`config.mk`:
```
export PLATFORM = sky130hd
export DESIGN_NAME = fft_bitrev_reorder
export DESIGN_NICKNAME = d
export VERILOG_FILES = /design/src/rtl/fft_pkg.sv /design/src/rtl/fft_bitrev_reorder.sv
export SDC_FILE = /design/constraint.sdc
export NUM_CORES = 1
export LEC_CHECK = 0
export CORE_ASPECT_RATIO = 0.8
export CORE_UTILIZATION = 56
export DETAILED_ROUTE_END_ITERATION = 8
export PLACE_DENSITY = 0.79
export SYNTH_ARGS = -nofsm -noshare
export SYNTH_HDL_FRONTEND = slang
export SYNTH_SLANG_ARGS = --single-unit
```
`constraint.sdc`:
```
create_clock -name clk -period 2.6 [get_ports clk]
set_clock_uncertainty 0.2 [all_clocks]
set_input_delay 0.39 -clock clk [delete_from_list [all_inputs] [get_ports clk]]
set_output_delay 0.39 -clock clk [all_outputs]
set_load 0.03 [all_outputs]
```
`src/rtl/fft_pkg.sv`:
```
// Shared FFT definitions: default sizes, the complex sample type and the
// bit-reversal helper used by the reorder stage.
package fft_pkg;

  localparam int FFT_N_POINTS   = 16;
  localparam int FFT_DATA_WIDTH = 16;

  typedef struct packed {
    logic [FFT_DATA_WIDTH-1:0] re;
    logic [FFT_DATA_WIDTH-1:0] im;
  } cplx_t;

  // Reverses the low 'bits' bits of idx; upper result bits are zero.
  function automatic logic [31:0] bitrev(input logic [31:0] idx, input int bits);
    logic [31:0] src;
    logic [31:0] res;
    src = idx;
    res = '0;
    for (int i = 0; i < 32; i++) begin
      if (i < bits) begin
        res = {res[30:0], src[0]};
        src = src >> 1;
      end
    end
    return res;
  endfunction

endpackage

```
`src/rtl/fft_bitrev_reorder.sv`:
```
// Ping-pong reorder buffer: takes FFT frames in bit-reversed order and emits
// them in natural order through a registered valid/ready output stage.
module fft_bitrev_reorder
  import fft_pkg::*;
#(
  parameter int DATA_WIDTH = FFT_DATA_WIDTH,
  parameter int N_POINTS   = FFT_N_POINTS
) (
  input  logic                  clk,
  input  logic                  rst,
  input  logic                  in_val,
  output logic                  in_rdy,
  input  logic [DATA_WIDTH-1:0] in_re,
  input  logic [DATA_WIDTH-1:0] in_im,
  output logic                  out_val,
  input  logic                  out_rdy,
  output logic [DATA_WIDTH-1:0] out_re,
  output logic [DATA_WIDTH-1:0] out_im,
  output logic                  out_last
);

  localparam int ADDR_BITS = $clog2(N_POINTS);
  localparam logic [ADDR_BITS-1:0] LAST_IDX = ADDR_BITS'(N_POINTS - 1);

  logic [1:0]           full_reg, full_next;
  logic                 wr_bank_reg, wr_bank_next;
  logic                 rd_bank_reg, rd_bank_next;
  logic [ADDR_BITS-1:0] wr_cnt_reg, wr_cnt_next;
  logic [ADDR_BITS-1:0] rd_cnt_reg, rd_cnt_next;
  logic [ADDR_BITS-1:0] wr_addr;
  logic                 wr_en;
  logic                 load;
  logic [DATA_WIDTH-1:0] bank_re [2];
  logic [DATA_WIDTH-1:0] bank_im [2];

  assign wr_en   = in_val & in_rdy;
  assign load    = full_reg[rd_bank_reg] & (~out_val | out_rdy);
  assign wr_addr = ADDR_BITS'(bitrev(32'(wr_cnt_reg), ADDR_BITS));

  for (genvar gi = 0; gi < 2; gi++) begin : g_bank
    logic [DATA_WIDTH-1:0] re_mem [N_POINTS];
    logic [DATA_WIDTH-1:0] im_mem [N_POINTS];

    always_ff @(posedge clk) begin
      if (wr_en && (wr_bank_reg == 1'(gi))) begin
        re_mem[wr_addr] <= in_re;
        im_mem[wr_addr] <= in_im;
      end
    end

    assign bank_re[gi] = re_mem[rd_cnt_reg];
    assign bank_im[gi] = im_mem[rd_cnt_reg];
  end

  // Read-side release is applied before the write-side set so a bank that
  // drains and refills on the same edge ends up marked full.
  always_comb begin
    full_next    = full_reg;
    wr_bank_next = wr_bank_reg;
    rd_bank_next = rd_bank_reg;
    wr_cnt_next  = wr_cnt_reg;
    rd_cnt_next  = rd_cnt_reg;
    if (load) begin
      rd_cnt_next = rd_cnt_reg + ADDR_BITS'(1);
      if (rd_cnt_reg == LAST_IDX) begin
        full_next[rd_bank_reg] = 1'b0;
        rd_bank_next           = ~rd_bank_reg;
      end
    end
    if (wr_en) begin
      wr_cnt_next = wr_cnt_reg + ADDR_BITS'(1);
      if (wr_cnt_reg == LAST_IDX) begin
        full_next[wr_bank_reg] = 1'b1;
        wr_bank_next           = ~wr_bank_reg;
      end
    end
  end

  // in_rdy is registered from next state so it reads 0 throughout reset
  // and rises on the first edge after release.
  always_ff @(posedge clk or negedge rst) begin
    if (!rst) begin
      full_reg    <= '0;
      wr_bank_reg <= 1'b0;
      rd_bank_reg <= 1'b0;
      wr_cnt_reg  <= '0;
      rd_cnt_reg  <= '0;
      in_rdy      <= 1'b0;
      out_val     <= 1'b0;
      out_re      <= '0;
      out_im      <= '0;
      out_last    <= 1'b0;
    end else begin
      full_reg    <= full_next;
      wr_bank_reg <= wr_bank_next;
      rd_bank_reg <= rd_bank_next;
      wr_cnt_reg  <= wr_cnt_next;
      rd_cnt_reg  <= rd_cnt_next;
      in_rdy      <= ~full_next[wr_bank_next];
      if (load) begin
        out_re   <= bank_re[rd_bank_reg];
        out_im   <= bank_im[rd_bank_reg];
        out_last <= (rd_cnt_reg == LAST_IDX);
        out_val  <= 1'b1;
      end else if (out_val && out_rdy) begin
        out_val  <= 1'b0;
        out_last <= 1'b0;
      end
    end
  end

endmodule

```
==> results by group, run 1 <==
Yosys
  – Synth unique cells: 34
  – #FFs+latches synth: roughly 1100
  – Syn Std Cell Area: 0.0420 mm²
  – Syn Inst Count: 2226
  – Syn avg cell area: 18.9 µm²
  – Sequential area share after synthesis: around three quarters
  – Syn Nets: ~2300
  – Warnings, synthesis: 0

Job
  – Max_cap viols: 0

Detailed routing
  – Wire per inst: about 28 µm
  – 1st-pass router iterations: 6
  – DR vias/cell: 6.36
  – Antenna viol nets, final: 0
  – Drt total wl: just over 100000 µm
  – Via Count: 22800
  – Drt drc: 0
  – DR iter-0 viols: about 2900

Die
  – Die Ht: 247 µm
  – Die Wd: 308 µm
  – Initial core utilization: ~57%
  – Die ar.: 0.0760 mm²
  – Rows: 89
  – # IOs: ~70
  – CORE AREA: around 0.074 mm²

Pwr
  – Internal power: approximately 35000 µW
  – Net Switching: approximately 17000 µW
  – Share of power burned in registers: 39.8%
  – Peak supply drop: 957 µV
  – Combinational power share: 34.0%
  – Pwr Total: about 52000 µW
  – Power per cell area: between 1000 and 1500 mW/mm²
  – Switch share: 32.7%
  – Static Leak: ~0.018 µW
  – Clock share of power: between 20% and 30%

Clock network
  – Reg clk slew, reported paths: 0.07 ns
  – Clock root buffer master: clkbuf_16
  – Worst skew pair latency: roughly 0.68 ns
  – H-tree Lvls: 3
  – Clk buf depth: 3
  – Cts bufs inserted: 96
  – CTS tree: built
  – Clk sinks: around 1100

GRT
  – Vias in the first global route: 22700
  – GRT met3 Usage: under 10%
  – GR Overflow Total: 0
  – GRT busiest layer: met2
  – Largest net degree at the start of global routing: 45
  – GRT Overall Usage: between 20% and 30%
  – Met2 Track Usage GR: between 40 and 50%
  – Antenna violations before repair: 0
  – GRT met1 Usage: 37.7%
  – First-pass GRT wire length: 148000 µm

Worst setup path
  – Max stage delay on crit path: between 0.7 and 0.8 ns
  – CP Data Required Time: 2.01 ns
  – R2R Path Start: rd_cnt_reg[2]
  – Startpoint types: flop
  – Critical Path, Cell by Cell: clkdlybuf4s50_1
  – Worst Reg-to-Reg Cells: 8
  – CP Class: reg -> out
  – Worst Path Arrival: between 1.5 and 2 ns
  – CP max FO: 2
  – Reg-to-Reg End: out_re[8]
  – Worst Setup End Kind: output pin
  – Top delay family on crit path: buffers and inverters
  – Max stage delay cell, worst path: clkdlybuf4s50_1
  – Reg2Reg Setup Slack: about 0.041 ns
  – CP bufs+invs: 1

Timing
  – Final period utilization: 98.4%
  – Max-Slew Margin vs Limit: between 50% and 60%
  – Fin. max-slew vios: 0
  – Setup TNS: 0 ns
  – Final-report hold violation count: 0
  – Period minus WS final: between 2 and 3 ns
  – RSZ-0062 raised after global routing: yes
  – Transition time of the tightest slew-check pin: around 0.73 ns
  – Final setup violating endpoints: 0
  – F_max: 391 MHz

Run status
  – Outcome: finished, final reports clean

Final layout
  – Top Registers: g_bank.im_mem x512, g_bank.re_mem x512
  – Area Overhead vs Synth: 17.3%
  – Layout cell share with drive strength beyond 1: roughly a fifth
  – Nets: between 2000 and 3000
  – # diodes: 0
  – Design area: 0.0492 mm²

Placed design
  – Placer congestion estimate: approximately 0.84
  – Number of port buffers: 70
  – DP HPWL: slightly above 60000 µm
  – Dpl cell area: between 0.04 and 0.05 mm²

Hold path
  – Min-delay worst type: in -> async
-- layer usage --
layer	part of all wire [%]	wire length (µm)	vias up
li1	-	-	9645
met1	40	40800	11700
met2	48	48100	1256
met3	8.7	8780	205
met4	3.5	3520	0
met5	0	0	-
-- layout by cell type, fill, tap and decap left out, types with 3 or more instances in the layout --
cell type	n
clkbuf_16	99
nor4_1	3
a221oi_1	12
nand2_1	41
nor3_1	4
mux2i_1	513
nand3_1	3
dfrtp_1	44
edfxtp_1	1024
ha_1	5
and3_2	4
nor2_1	3
clkinv_8	4
bufinv_16	3
buf_4	158
clkinv_1	8
clkdlybuf4s50_1	69
a221oi_2	51
o41ai_2	30
xnor2_1	7
a22o_1	63
clkbuf_1	33
a22oi_1	128
o21ai_0	4
and2_2	28
a21oi_1	64
o22ai_1	31
buf_12	79
clkinv_2	18
buf_16	3
inv_1	4
clkbuf_8	10
-- synthesized netlist by cell type, drive strengths merged --
| master | n | area, µm² |
|---|---|---|
| a22o | 64 | 561 |
| o21ai | 4 | 20.0 |
| ha | 5 | 62.6 |
| nor2 | 5 | 18.8 |
| nor3 | 4 | 20.0 |
| mux2 | 2 | 22.5 |
| a21oi | 64 | 320 |
| mux2i | 513 | 5130 |
| a221oi | 64 | 867 |
| xnor2 | 7 | 61.3 |
| dfrtp | 47 | 1180 |
| clkbuf | 59 | 236 |
| inv | 4 | 15.0 |
| nand4 | 1 | 6.26 |
| o22ai | 32 | 200 |
| nor2b | 4 | 25.0 |
| edfxtp | 1024 | 30700 |
| or2 | 2 | 12.5 |
| nand2 | 43 | 161 |
| nand3 | 3 | 15.0 |
| and3 | 4 | 25.0 |
| nor4 | 3 | 18.8 |
| buf | 76 | 547 |
| o41ai | 32 | 521 |
| a22oi | 128 | 961 |
| and2 | 28 | 175 |
| xor2 | 1 | 8.76 |
| nand2b | 3 | 18.8 |
-- repair_timing --
| action | in CTS | in global routing |
|---|---|---|
| hold buffers | 1 | 0 |
| endpoints found under the setup margin | 1 | 8 |
| gates cloned | 1 | 3 |
| endpoints found under the hold margin | 31 | 0 |
| pin swaps | 1 | 3 |
| gates resized for setup | 2 | 11 |
| buffers inserted | 0 | 2 |
-- kinds of logic (layout without fill, tap and decap cells) --
logic type	Yosys count	after routing	synth area share, %
xor+xnor	8	8	0.167
fa+ha+maj	5	5	0.149
simple gates	100	101	1.18
flops	1071	1071	76.1
mux	515	515	12.3
buf+inv	139	494	1.90
compound gates	388	388	8.22
-- power groups by stage --
stage / clock network [µW] / logic [µW] / registers (µW)
global route: 14400 / 18500 / 20900
global placement: 0 / 16600 / 21100
detailed placement: 0 / 17000 / 21100
floorplan: 0 / 10400 / 21300
CTS: 13800 / 17300 / 20800
finish: 13700 / 17800 / 20800
-- area by class of cell --
type / instances / area, µm²
Timing Repair Buffer: 313 / 3630
Inverter: 4 / 15.0
Fill cell: 4656 / 24700
Clock inverter: 38 / 360
Clock buffer: 139 / 2660
Tap cell: 1001 / 1250
Multi-Input combinational cell: 1017 / 9390
Sequential cell: 1071 / 31900
-- per-stage QoR --
step	hold slack, ns	setup WS (ns)	cells	utilization [%]
after floorplan	-0.106	0.105	2226	-
after global placement	0.243	-0.0378	3399	62.2
after detailed placement	0.250	-0.0200	3399	62.2
after CTS	0.0797	0.0172	3578	66.3
after global routing	0.121	-0.00889	3583	66.6
final	0.0948	0.0407	3583	66.6
-- worst max path at each step --
stage,from,endpoint,slack [ns],cells after the start
3_3_place_gp,in_val,g_bank[1].im_mem[1][14],-0.04,6
6_report,out_im[1],out_im[1],0.04,1
4_1_cts,rd_cnt_reg[0],out_re[11],0.02,7
5_1_grt,rd_cnt_reg[0],out_re[12],-0.009,8
3_5_place_dp,in_val,g_bank[0].im_mem[10][13],-0.02,6
2_1_floorplan,in_rdy,g_bank[0].im_mem[0][0],0.11,3
(Power assumes the default switching activity.)
==> run 2: changes to the inputs <==
CORE_MARGIN = 2   (was unset)
CORE_UTILIZATION = 58   (was 56)
clock period = 2.8 ns   (was 2.6 ns; I/O delays follow)
==> run 2 against run 1 <==
  * Register-to-register slack better by 0.06 ns
  * Clock-buffer cell count shrank 16
  * Flip-flop and latch count is the same
  * Die area shrank 2.0%
  * Core utilization increased by 1.5 points
  * Largest power group unchanged
==> results by group, run 2 (synthesis gave the netlist of run 1 again) <==
GRT
  – Antenna violations before repair: 2
  – GR Overflow Total: 0
  – First-pass GRT wire length: between 100000 and 150000 µm
  – Vias in the first global route: ~23000
  – GRT Overall Usage: approximately 27%
  – Largest net degree at the start of global routing: 48

Timing
  – Period minus WS final: between 2 and 3 ns
  – Final setup violating endpoints: 0
  – Fin. max-slew vios: 0
  – F_max: approximately 370 MHz
  – Max-Slew Margin vs Limit: approximately 35%
  – Setup TNS: 0 ns
  – Transition time of the tightest slew-check pin: a little under 1 ns
  – RSZ-0062 raised after global routing: no
  – Final-report hold violation count: 0
  – Final period utilization: approximately 96%

Placed design
  – Number of port buffers: 70
  – Placer congestion estimate: 0.854
  – DP HPWL: around 59000 µm
  – Dpl cell area: 0.0455 mm²

Clock network
  – CTS tree: built
  – Reg clk slew, reported paths: around 0.060 ns
  – Clk sinks: 1071
  – Post-CTS Hold Fix Bufs: 1
  – Worst skew pair latency: between 0.6 and 0.7 ns
  – Clock root buffer master: clkbuf_16
  – H-tree Lvls: 3
  – Setup bufs post-CTS: 0
  – Resized cells post-CTS: 0
  – Clk buf depth: 3
  – Cts bufs inserted: 99

Hold path
  – Min-delay worst type: in -> async

Final layout
  – Design area: between 0.04 and 0.05 mm²
  – Area Overhead vs Synth: 16.7%
  – Layout cell share with drive strength beyond 1: a little under a fifth
  – Top Registers: g_bank.im_mem x512, g_bank.re_mem x512
  – Commonest non-fill, non-tap cell in the layout: edfxtp_1
  – Nets: approximately 2500
  – Fill count: around 4400
  – # diodes: 0
  – Most frequent cells in the layout: edfxtp_1, mux2i_1, buf_4

Detailed routing
  – Drt total wl: approximately 100000 µm
  – Wire per inst: a little under 30 µm
  – DR iter-0 viols: 2808
  – Drt drc: 0
  – Via Count: 22600
  – DR vias/cell: between 6 and 7
  – Antenna viol nets, final: 0
  – 1st-pass router iterations: 6

Worst setup path
  – CP Class: reg -> reg
  – Worst Path Arrival: 3.04 ns
  – Worst Setup End Kind: flop
  – Startpoint types: flop
  – CP Data Required Time: 3.15 ns
  – CP max FO: 27

Die
  – Die ar.: approximately 0.075 mm²
  – CORE AREA: between 0.07 and 0.08 mm²
  – Die Wd: about 300 µm
  – # IOs: slightly above 70
  – Die Ht: 245 µm
  – Initial core utilization: about three fifths
  – Rows: 88

Pwr
  – Clock share of power: about 29%
  – Net Switching: approximately 16000 µW
  – Power per cell area: between 1000 and 1500 mW/mm²
  – Static Leak: between 0.015 and 0.02 µW
  – Combinational power share: approximately a third
  – Peak supply drop: about 800 µV
  – Switch share: 31.6%
  – Share of power burned in registers: about two fifths
  – Internal power: ~34000 µW

Job
  – Max_cap viols: 0

Run status
  – Outcome: finished, final reports clean
[run 2: cell count changes in the layout (fill, tap and decap cells not counted), sizes merged]
| cell | delta |
|---|---|
| and2 | -1 |
| buf | -42 |
| bufinv | +15 |
| clkbuf | -19 |
| clkinv | +8 |
[run 2: layout make-up]
| class | instances | area, µm² | share of cell area (%) |
|---|---|---|---|
| sequential | 1071 | 31900 | 65.2 |
| multi-input combinational | 1016 | 9320 | 19.0 |
| timing repair buffer | 268 | 3050 | 6.23 |
| clock buffer | 123 | 2670 | 5.46 |
| tap | 945 | 1180 | 2.42 |
| clock inverter | 61 | 790 | 1.61 |
| inverter | 4 | 15.0 | 0.0307 |
[run 2: through the flow]
step | std cells | hold WS [ns] | power, µW | utilization, % | setup slack [ns]
6_report | 3488 | 0.266 | 49400 | 68.1 | 0.105
5_1_grt | 3488 | 0.269 | 50900 | 68.1 | 0.0224
4_1_cts | 3488 | 0.232 | 49400 | 68.1 | 0.133
3_5_place_dp | 3303 | 0.272 | 35200 | 63.3 | -0.0573
3_3_place_gp | 3303 | 0.269 | 34700 | 63.3 | 0.0582
2_1_floorplan | 2226 | -0.0756 | 29500 | - | 0.305
[run 2: routing by layer]
metal | wire length, µm | share of wire (%) | GRT usage (%)
met4 | 3900 | 3.8 | 10.7
met5 | 13 | 0.013 | 0
met1 | 39300 | 39 | 37.7
met3 | 11300 | 11 | 7.00
met2 | 46800 | 46 | 42.5
[run 2: final timing paths]
kind	endpoint	start	depth (start not counted)	slack (ns)
worst min register to register	out_im[4]	out_im[4]	2	0.29
worst max-delay path	out_im[10]	rd_cnt_reg[0]	7	0.10
max in group asynchronous	rd_cnt_reg[0]	rst	2	1.42
min in group clk	out_val	out_rdy	3	0.27
worst max register to register	out_im[10]	rd_cnt_reg[0]	7	0.10
worst min-delay path	out_im[2]	rst	2	0.27
[run 2: critical path: stages (launching register included)]
cell and delay (ns):
dfrtp_4 0.58, buf_12 0.28, buf_12 0.24, mux2i_1 0.10
a22o_1 0.22, a221oi_1 0.38, o22ai_1 0.18, o41ai_2 0.37
[run 2: power groups by stage]
| stage | sequential (µW) | clock (µW) | combinational (µW) |
|---|---|---|---|
| final | 19300 | 14200 | 15900 |
| after CTS | 19300 | 14300 | 15800 |
| after floorplan | 19800 | 0 | 9630 |
| after global placement | 19500 | 0 | 15200 |
| after global routing | 19300 | 14900 | 16600 |
| after detailed placement | 19600 | 0 | 15600 |
==> run 3: changes to the inputs <==
clock period = 2.7 ns   (was 2.8 ns; I/O delays follow)
==> run 3 against run 2 <==
  * Cell count barely moved
  * Sequential share of layout area is 0.28 points higher
  * Hold slack worse by 0.034 ns
  * Non-clock buffer count shrank 1
  * Global-route usage decreased by 0.29 points
  * Flip-flop and latch count stayed put
  * Wire length fell by 0.78%
  * Largest power group unchanged
  * Highest routed layer is now met4
==> results by group, run 3 (synthesis gave the netlist of run 1 again) <==
Run status
  – Outcome: finished, final reports clean

Placed design
  – Dpl cell area: about 0.046 mm²
  – DP HPWL: 60800 µm
  – Number of port buffers: 70
  – Placer congestion estimate: 0.855
  – Setup WS pre-CTS: around 0.03 ns

Clock network
  – Clock root buffer master: clkbuf_16
  – CTS tree: built
  – H-tree Lvls: 3
  – Clk buf depth: 3
  – Reg clk slew, reported paths: 0.06 ns
  – Clk sinks: between 1000 and 1500
  – Cts bufs inserted: 97
  – Worst skew pair latency: about 0.66 ns
  – Setup bufs post-CTS: 0

Final layout
  – Layout cell share with drive strength beyond 1: a little under a fifth
  – Nets: roughly 2500
  – Top Registers: g_bank.im_mem x512, g_bank.re_mem x512
  – Commonest non-fill, non-tap cell in the layout: edfxtp_1
  – # diodes: 0
  – Post-layout util: 67.8%
  – Design area: between 0.04 and 0.05 mm²
  – Most frequent cells in the layout: edfxtp_1, mux2i_1, a22oi_1
  – Area Overhead vs Synth: 16.2%

Timing
  – Final setup violating endpoints: 0
  – F_max: about 380 MHz
  – RSZ-0062 raised after global routing: no
  – Fin. max-slew vios: 0
  – Max-Slew Margin vs Limit: between 30 and 40%
  – Final-report hold violation count: 0
  – Setup TNS: 0 ns
  – Final period utilization: about 99%
  – Worst setup margin: 0.0370 ns
  – Period minus WS final: roughly 2.7 ns
  – Transition time of the tightest slew-check pin: 0.949 ns

Worst setup path
  – CP max FO: 31
  – Worst Path Arrival: 3.02 ns
  – CP Data Required Time: ~3 ns
  – CP Class: reg -> reg
  – Startpoint types: flop
  – Worst Setup End Kind: flop

GRT
  – GRT Overall Usage: 27.1%
  – First-pass GRT wire length: about 150000 µm
  – Vias in the first global route: between 20000 and 25000
  – Antenna violations before repair: 0
  – Largest net degree at the start of global routing: between 50 and 60
  – GR Overflow Total: 0

Pwr
  – Peak supply drop: 680 µV
  – Share of power burned in registers: around two fifths
  – Static Leak: between 0.015 and 0.02 µW
  – Switch share: between 30% and 40%
  – Combinational power share: around a third
  – Internal power: between 30000 and 40000 µW
  – Net Switching: 15900 µW
  – Pwr Total: roughly 50000 µW
  – Power per cell area: a little over 1000 mW/mm²
  – Clock share of power: a little over a quarter

Die
  – Initial core utilization: around three fifths
  – CORE AREA: around 0.072 mm²
  – Die Wd: 305 µm
  – Die Ht: around 240 µm
  – # IOs: 71
  – Rows: 88
  – Die ar.: 0.0745 mm²

Detailed routing
  – Via Count: around 23000
  – Wire per inst: between 20 and 30 µm
  – Drt drc: 0
  – Drt total wl: roughly 100000 µm
  – 1st-pass router iterations: 6
  – DR iter-0 viols: between 2000 and 3000
  – DR vias/cell: roughly 6.5
  – Antenna viol nets, final: 0

Job
  – Max_cap viols: 0

Hold path
  – Min-delay worst type: in -> async
## run 3: changes by cell type in the layout (fill, tap and decap cells not counted), moves of 4 or more
| cell | change |
|---|---|
| buf_12 | +7 |
| buf_4 | -9 |
| bufinv_16 | -11 |
| clkbuf_1 | +10 |
| clkbuf_16 | -5 |
| clkbuf_8 | +9 |
| clkinv_2 | -4 |
## run 3: repair_timing
item | in CTS | in global routing
setup endpoints to repair | 0 | 2
hold buffers | 1 | 0
resized for setup | 0 | 2
hold endpoints to repair | 47 | 0
## run 3: cell type report
class | count | area [µm²]
Clock inverter | 45 | 448
Timing Repair Buffer | 267 | 3130
Tap cell | 945 | 1180
Multi-Input combinational cell | 1016 | 9330
Clock buffer | 137 | 2710
Fill cell | 4416 | 23200
Sequential cell | 1071 | 31900
Inverter | 4 | 15.0
## run 3: final timing paths
kind	slack (ns)	cells past startpoint	to	start
worst max-delay path	0.04	7	out_re[7]	rd_cnt_reg[0]
worst min-delay path	0.23	2	out_re[6]	rst
worst max register to register	0.04	7	out_re[7]	rd_cnt_reg[0]
worst min register to register	0.29	2	out_im[15]	out_im[15]
max in group asynchronous	1.35	2	rd_cnt_reg[0]	rst
min in group clk	0.26	3	out_val	out_rdy
## run 3: worst max-delay path, cell delays in order, from the launching register on
cell and delay, ns:
dfrtp_4 0.61, buf_12 0.26, buf_12 0.27, mux2i_1 0.11
a22o_1 0.20, a221oi_2 0.36, o22ai_1 0.18, o41ai_2 0.33
## run 3: power groups by stage
stage               Sequential (µW)  Combinational, µW  Clock [µW]
global route                  20100              16800       14400
finish                        20000              16000       13600
global placement              20300              15400           0
CTS                           20000              15900       13700
detailed placement            20400              15800           0
floorplan                     20600               9990           0
## run 3: per-layer routing
layer | wire length [µm] | GRT usage (%) | share of wire (%)
met2 | 47300 | 42.8 | 47
met5 | 0 | 0 | 0
met3 | 9730 | 4.49 | 9.7
met1 | 40300 | 38.9 | 40
met4 | 3260 | 9.01 | 3.2
## run 3: metrics by stage
| stage | instances | hold WS [ns] |
|---|---|---|
| final | 3485 | 0.232 |
| after global routing | 3485 | 0.251 |
| after CTS | 3485 | 0.220 |
| after detailed placement | 3302 | 0.276 |
| after global placement | 3302 | 0.274 |
| after floorplan | 2226 | -0.0906 |
